===== src/rtl/bin_to_bcd_conv.sv =====
// Sequential binary-to-BCD converter (double dabble, one input bit per clock),
// latency: result valid WIDTH cycles after the accept edge, II = WIDTH+2 cycles,
// backpressure: holds result and keeps in_ready low until out_ready is seen.
//
// Ports:
//   clk, rst              clock, asynchronous active-high reset
//   in_valid / in_ready   input handshake; in_ready high only when idle
//   d_input [WIDTH]       binary word, unsigned or two's complement (SIGNED)
//   out_valid / out_ready output handshake; result held while out_valid
//   d_out [4*DIGITS]      packed BCD, digit 0 (units) in bits [3:0]
//   neg                   input was negative (always 0 when SIGNED=0)
//   overflow              magnitude did not fit; d_out saturated to all 9s
module bin_to_bcd_conv #(
   parameter int WIDTH  = 16,
   parameter int DIGITS = 5,
   parameter bit SIGNED = 1'b0
) (
   input  logic                clk,
   input  logic                rst,
   input  logic                in_valid,
   output logic                in_ready,
   input  logic [WIDTH-1:0]    d_input,
   output logic                out_valid,
   input  logic                out_ready,
   output logic [4*DIGITS-1:0] d_out,
   output logic                neg,
   output logic                overflow
);

   localparam int BW = 4 * DIGITS;
   localparam int CW = $clog2(WIDTH + 1);
   localparam logic [CW-1:0] LAST_BIT = CW'(WIDTH - 1);
   localparam logic [BW-1:0] ALL_NINES = {DIGITS{4'h9}};

   typedef enum logic [1:0] {
      IDLE,
      SHIFT,
      DONE
   } state_t;

   state_t           state;
   logic [WIDTH-1:0] mag;
   logic [BW-1:0]    bcd;
   logic [CW-1:0]    bit_cnt;
   logic             ovf_acc;
   logic             neg_acc;

   logic             in_neg;
   logic [WIDTH-1:0] in_mag;
   logic [BW-1:0]    bcd_adj;
   logic [BW-1:0]    bcd_nxt;
   logic             ovf_nxt;

   // Magnitude of the incoming word. Negating -2^(WIDTH-1) in WIDTH bits
   // yields the same bit pattern, which read as unsigned is the right value.
   always_comb begin
      in_neg = SIGNED && d_input[WIDTH-1];
      in_mag = in_neg ? (~d_input + WIDTH'(1)) : d_input;
   end

   // One double-dabble step: add 3 to every digit >= 5, then shift the next
   // magnitude bit in. Whatever leaves the top digit means the value no
   // longer fits in DIGITS digits.
   always_comb begin
      bcd_adj = bcd;
      for (int i = 0; i < DIGITS; i++) begin
         if (bcd[4*i +: 4] >= 4'd5) begin
            bcd_adj[4*i +: 4] = bcd[4*i +: 4] + 4'd3;
         end
      end
      bcd_nxt = {bcd_adj[BW-2:0], mag[WIDTH-1]};
      ovf_nxt = ovf_acc | bcd_adj[BW-1];
   end

   always_ff @(posedge clk or posedge rst) begin
      if (rst) begin
         state     <= IDLE;
         in_ready  <= 1'b1;
         out_valid <= 1'b0;
         d_out     <= '0;
         neg       <= 1'b0;
         overflow  <= 1'b0;
         mag       <= '0;
         bcd       <= '0;
         bit_cnt   <= '0;
         ovf_acc   <= 1'b0;
         neg_acc   <= 1'b0;
      end else begin
         case (state)
            IDLE: begin
               if (in_valid) begin
                  mag      <= in_mag;
                  neg_acc  <= in_neg;
                  bcd      <= '0;
                  bit_cnt  <= '0;
                  ovf_acc  <= 1'b0;
                  in_ready <= 1'b0;
                  state    <= SHIFT;
               end
            end

            SHIFT: begin
               bcd     <= bcd_nxt;
               mag     <= {mag[WIDTH-2:0], 1'b0};
               ovf_acc <= ovf_nxt;
               // bit_cnt ends at WIDTH, which fits in CW bits, so it never wraps.
               bit_cnt <= bit_cnt + CW'(1);
               if (bit_cnt == LAST_BIT) begin
                  // Final step: publish the result from this step's values.
                  state     <= DONE;
                  out_valid <= 1'b1;
                  d_out     <= ovf_nxt ? ALL_NINES : bcd_nxt;
                  neg       <= neg_acc;
                  overflow  <= ovf_nxt;
               end
            end

            DONE: begin
               if (out_ready) begin
                  out_valid <= 1'b0;
                  in_ready  <= 1'b1;
                  state     <= IDLE;
               end
            end

            default: begin
               state     <= IDLE;
               in_ready  <= 1'b1;
               out_valid <= 1'b0;
            end
         endcase
      end
   end

endmodule


===== config.mk =====
export PLATFORM = sky130hd
export DESIGN_NAME = bin_to_bcd_conv
export DESIGN_NICKNAME = d
export VERILOG_FILES = /design/src/rtl/bin_to_bcd_conv.sv
export SDC_FILE = /design/constraint.sdc
export NUM_CORES = 1
export LEC_CHECK = 0
export ABC_AREA = 1
export CAP_MARGIN = 20
export CELL_PAD_IN_SITES_DETAIL_PLACEMENT = 1
export CELL_PAD_IN_SITES_GLOBAL_PLACEMENT = 1
export CORE_MARGIN = 2
export CORE_UTILIZATION = 30
export CTS_BUF_LIST = sky130_fd_sc_hd__clkbuf_16
export DETAILED_ROUTE_END_ITERATION = 8
export PLACE_DENSITY = 0.62
export SYNTH_ARGS = -nofsm -noshare
export SYNTH_HDL_FRONTEND = slang
export SYNTH_SLANG_ARGS = --single-unit

===== constraint.sdc =====
create_clock -name clk -period 2.85 [get_ports clk]
set_clock_uncertainty 0.15 [all_clocks]
set_input_delay 0.855 -clock clk [delete_from_list [all_inputs] [get_ports clk]]
set_output_delay 0.855 -clock clk [all_outputs]
set_load 0.01 [all_outputs]

# Yosys cells after proc, flatten, opt, wreduce, memory -nomap -nowiden
# Index checks and enable logic that the tools add are counted.
[op_classes]
order_cmp = 5
n_addsub = 6
n_eq_ne = 6
bitwise = 3
muxes = 23
n_reduce_logical = 7
[ops]
columns = ["op", "count"]
rows = [
  ["$mux 20", 2],
  ["$pmux 20 s2", 1],
  ["$pmux 16 s2", 1],
  ["$add 4x2->4 const B", 5],
  ["$ge 4x3->1 const B", 5],
  ["$mux 4", 5],
  ["$mux 16", 1],
  ["$pmux 5 s2", 1],
  ["$reduce_and 3->1", 3],
  ["$mux 2", 3],
  ["$ne 2x2->1 const B", 3],
  ["$pmux 1 s3", 2],
  ["$pmux 2 s3", 1],
  ["$add 5x1->5 const B", 1],
  ["$eq 5x4->1 const B", 1],
  ["$mux 5", 1],
  ["$mux 1", 4],
  ["$reduce_and 2->1", 2],
  ["$eq 2x1->1 const B", 1],
  ["$eq 2x2->1 const B", 1],
  ["$logic_not 2->1", 1],
  ["$not 1->1", 2],
  ["$pmux 1 s2", 1],
  ["$reduce_bool 2->1", 1],
  ["$or 1x1->1", 1],
]
[word_totals]
in_bits = 20
wordCells = 59
register_bits = 67
output_inout_bits = 24

# Depth between registers and ports, before layout
[depth]
ltp_word = 4
mapped_depth = 12
mapped_depth_nobuf = 11

# Worst setup path after synthesis
# No wires, ideal clock.
[synth_timing]
kind = "input to register"
start = "in in_valid"
end = "reg bcd[11]"
path_slack_ps = 1255
stages = 5
arrival_time_ps = 1313
setup_ps = 132
t_required_ps = 2568
n_path_buf = 2
path_cell_list = "nand2_2 > nand2_4 > buf_6 > buf_6 > o22ai_2"
[synth_via]
elab_chain_cells = 2
[synth_lines]
columns = ["element", "line_no", "rtl"]
rows = [
  ["start: declaration", "20", "input logic in_valid,"],
  ["$ne 2x2->1 (no line)", "n/a", ""],
  ["$reduce_and 2->1 (no line)", "n/a", ""],
  ["end signal: assignment", "103", "bcd <= bcd_nxt;"],
  ["end: declaration", "43", "logic [BW-1:0] bcd;"],
]
# Every way passes these cells.
# A chain may end at the register's enable or synchronous reset.

# Final worst setup path
[layout_timing]
start = "reg in_ready"
end = "out in_ready"
[layout_rtl]
columns = ["element", "line_no", "rtl"]
rows = [
  ["start: declaration", "21", "output logic in_ready,"],
  ["start signal: assignment", "78", "in_ready <= 1'b1;"],
  ["start signal: assignment", "97", "in_ready <= 1'b0;"],
  ["start signal: assignment", "121", "in_ready <= 1'b1;"],
]
# No word-level cell between the ends.

==> impl_metrics.toml <==
[min_path]
whs_endpoint = "d_out[10]"
worstHoldStart = "d_out[10]"
hold_path_depth = 2
hold_path_class = "reg -> reg"

[die]
rows = 39
start_util = 0.304
die_h_um = 111
io_pins = 44
core_um2 = 11300
die_area_um2 = 12300
die_width_um = 111

[synthesis]
synth_commonest_cells = "nand2_1 (137), dfrtp_1 (66), inv_1 (48)"
synth_cell_types = 28
synth_warnings = 0
synthesis.area_um2 = 3440
synth_ff_type = "dfrtp_1"
synth_top_area_frac = 0.481
synth_edf_count = 0
avgSynthCellArea_um2 = 8.55
syn_nets = 434
synth-seq-area-share = 0.488
async_flop_share = 1.00
post-synth-top-count-cell = "nand2_1"
ys_seq_elements = 67
synth_top_cell_by_area = "dfrtp_1"
yosys-top-cells-area = "dfrtp_1 (48%), nand2_1 (15%), nand3_1 (5.4%), inv_1 (5.2%), o21ai_0 (4.5%)"
syn_inst = 402

[setup_path]
crit_path_max_incr_delay_ns = 0.53
crit_family = "flip-flops"
arrival_ns = 1.39
worstPathMaxFanout = 2
r2r_slack_ns = 0.71
worstPathCellList = "clkdlybuf4s50_1"
required_ns = 1.85
crit_path_end_kind = "primary output"
r2r_cells = 12
regToRegStartpoint = "bcd[16]"
worstSetupStartpointType = "flip-flop"
crit_buf_inv = 1
cp_slowest_cell = "dfstp_2"
path_class = "reg -> out"
r2r-end = "d_out[7]"

[pwr]
leakage_nw = 2.11
ir_drop_uv = 468
power_density_nw_per_um2 = 1180
p_total_mw = 5.04

[sta]
min_period_ns = 2.40
rsz0062_at_grt = "no"
maxSlewHeadroom = 0.647
period_share = 0.841
worstMarginPinSlew_ns = 0.529
timing.hold.ws_ns = 0.325
hold_viol_final = 0
final-max-slew-violation-count = 0
tns_ns = 0
setup_viol = 0
fmax_ghz = 0.417

[global_route]
antenna_found_initial = 0
first_global_vias = 3029
grt.total_usage = 0.145
grt.overflow.total = 0
grt_max_degree = 29
grt_pass1_wl_um = 14400

[clock_network]
holdBufCountCts = 0
cts-resized-gates = 0
cts_setup_buffers = 0
cts.clk_slew.worst_paths_ns = 0.05
root_buffer = "clkbuf_16"
htreeDepth = 3
cts-buffers-inserted = 9
cts.path.max_buffers = 2
cts_tree = "done"
worstSkewPairLatency_ns = 0.33
cts.sinks = 67

[final_layout]
synthToLayoutAreaGrowth_pct = 24.4
diodes = 0
stdcell_count = 595
final_nets = 480
final_layout_size_suffix_gt1_frac = 0.106

[place]
placed_cells = 580
place.gp.congestion = 0.810
dpl.hpwl_um = 5870
port_buffers = 42

[detailed_routing]
totalWireLength_um = 8190
first_pass_iters = 4
routedWlPerCell_um = 13.8
drc_errors = 0
ant_nets = 0
dr_total_vias = 2781
routed_via_density = 4.67
drt-initial-drc-count = 64

[run_status]
outcome = "finished clean"

[job]
maxCapViolations = 0
[cells by family after synthesis]
| family | count (synthesis) | synth area share |
|---|---|---|
| simple gates | 191 | 0.232 |
| flops | 67 | 0.488 |
| fa+ha+maj | 12 | 0.0437 |
| compound gates | 62 | 0.137 |
| other cells | 1 | 0.00109 |
| buf+inv | 68 | 0.0961 |
| xor+xnor | 1 | 0.00255 |
[registers in the layout (all words and copies together), names as in the netlist]
name	flops
d_out	20
bit_cnt	5
in_ready	1
ovf_acc	1
bcd	20
state	2
mag	16
overflow	1
out_valid	1
[area by class of cell]
cell class / count / area, um^2
Timing Repair Buffer: 52 / 520
Fill cell: 1354 / 7050
Sequential cell: 67 / 1680
Inverter: 51 / 194
Clock inverter: 6 / 50.0
Clock buffer: 9 / 225
Tap cell: 143 / 179
Multi-Input combinational cell: 267 / 1430
[cell usage in the layout, fill, tap and decap left out]
master           instances
a21oi_1                  1
a22o_1                   2
buf_12                   2
buf_4                    8
bufinv_16                1
clkbuf_16                9
clkdlybuf4s50_1         42
clkinv_1                 2
clkinv_2                 1
conb_1                   1
dfrtp_1                 66
dfstp_2                  1
ha_1                    12
inv_1                   49
inv_2                    3
inv_4                    1
nand2_1                137
nand2_2                  1
nand2_4                  1
nand3_1                 37
nand4_1                  1
nor2_1                  10
nor2_2                   2
nor2_4                   2
o211ai_2                 4
o21ai_0                 31
o221ai_1                 4
o221ai_2                 3
o22ai_1                  8
o22ai_2                  9
xor2_1                   1
[power breakdown]
| part | total [mW] | internal, mW | switching, mW |
|---|---|---|---|
| combinational | 2.35 | 0.951 | 1.40 |
| clock | 1.05 | 0.658 | 0.397 |
| sequential | 1.63 | 1.39 | 0.238 |
| total | 5.04 | 3.00 | 2.04 |
[worst register-to-register path, stage by stage (launching register included)]
cell and delay, ns:
dfrtp_1 0.41, inv_1 0.12, ha_1 0.18, inv_1 0.05, nand2_1 0.11, nand2_1 0.06
nand2_1 0.06, nor2_1 0.05, nor2_2 0.37, buf_4 0.29, nand2_1 0.07, nand2_1 0.07
nand2_1 0.05
[metal layers]
metal	part of all wire	global-route usage
met1	0.49	0.193
met2	0.46	0.231
met3	0.024	0.0219
met4	0.021	0.0691
met5	0	0
[how the worst max path moves through the flow]
stage / start / to / slack, ns / cells after the start
after global placement: in_valid / bit_cnt[1] / 0.45 / 5
after CTS: in_ready / in_ready / 0.44 / 1
after detailed placement: in_valid / bit_cnt[1] / 0.43 / 5
after floorplan: rst / bcd[0] / 0.16 / 1
final: in_ready / in_ready / 0.45 / 1
after global routing: in_ready / in_ready / 0.42 / 1
[per-stage QoR]
step | setup slack (ns) | cell area, um^2 | utilization
after CTS | 0.437 | 4280 | 0.378
after global routing | 0.425 | 4280 | 0.378
final | 0.454 | 4280 | 0.378
after global placement | 0.451 | 4000 | 0.353
after floorplan | 0.163 | 3440 | -
after detailed placement | 0.427 | 4000 | 0.353
Note: power is estimated with default switching activity, not from simulation.
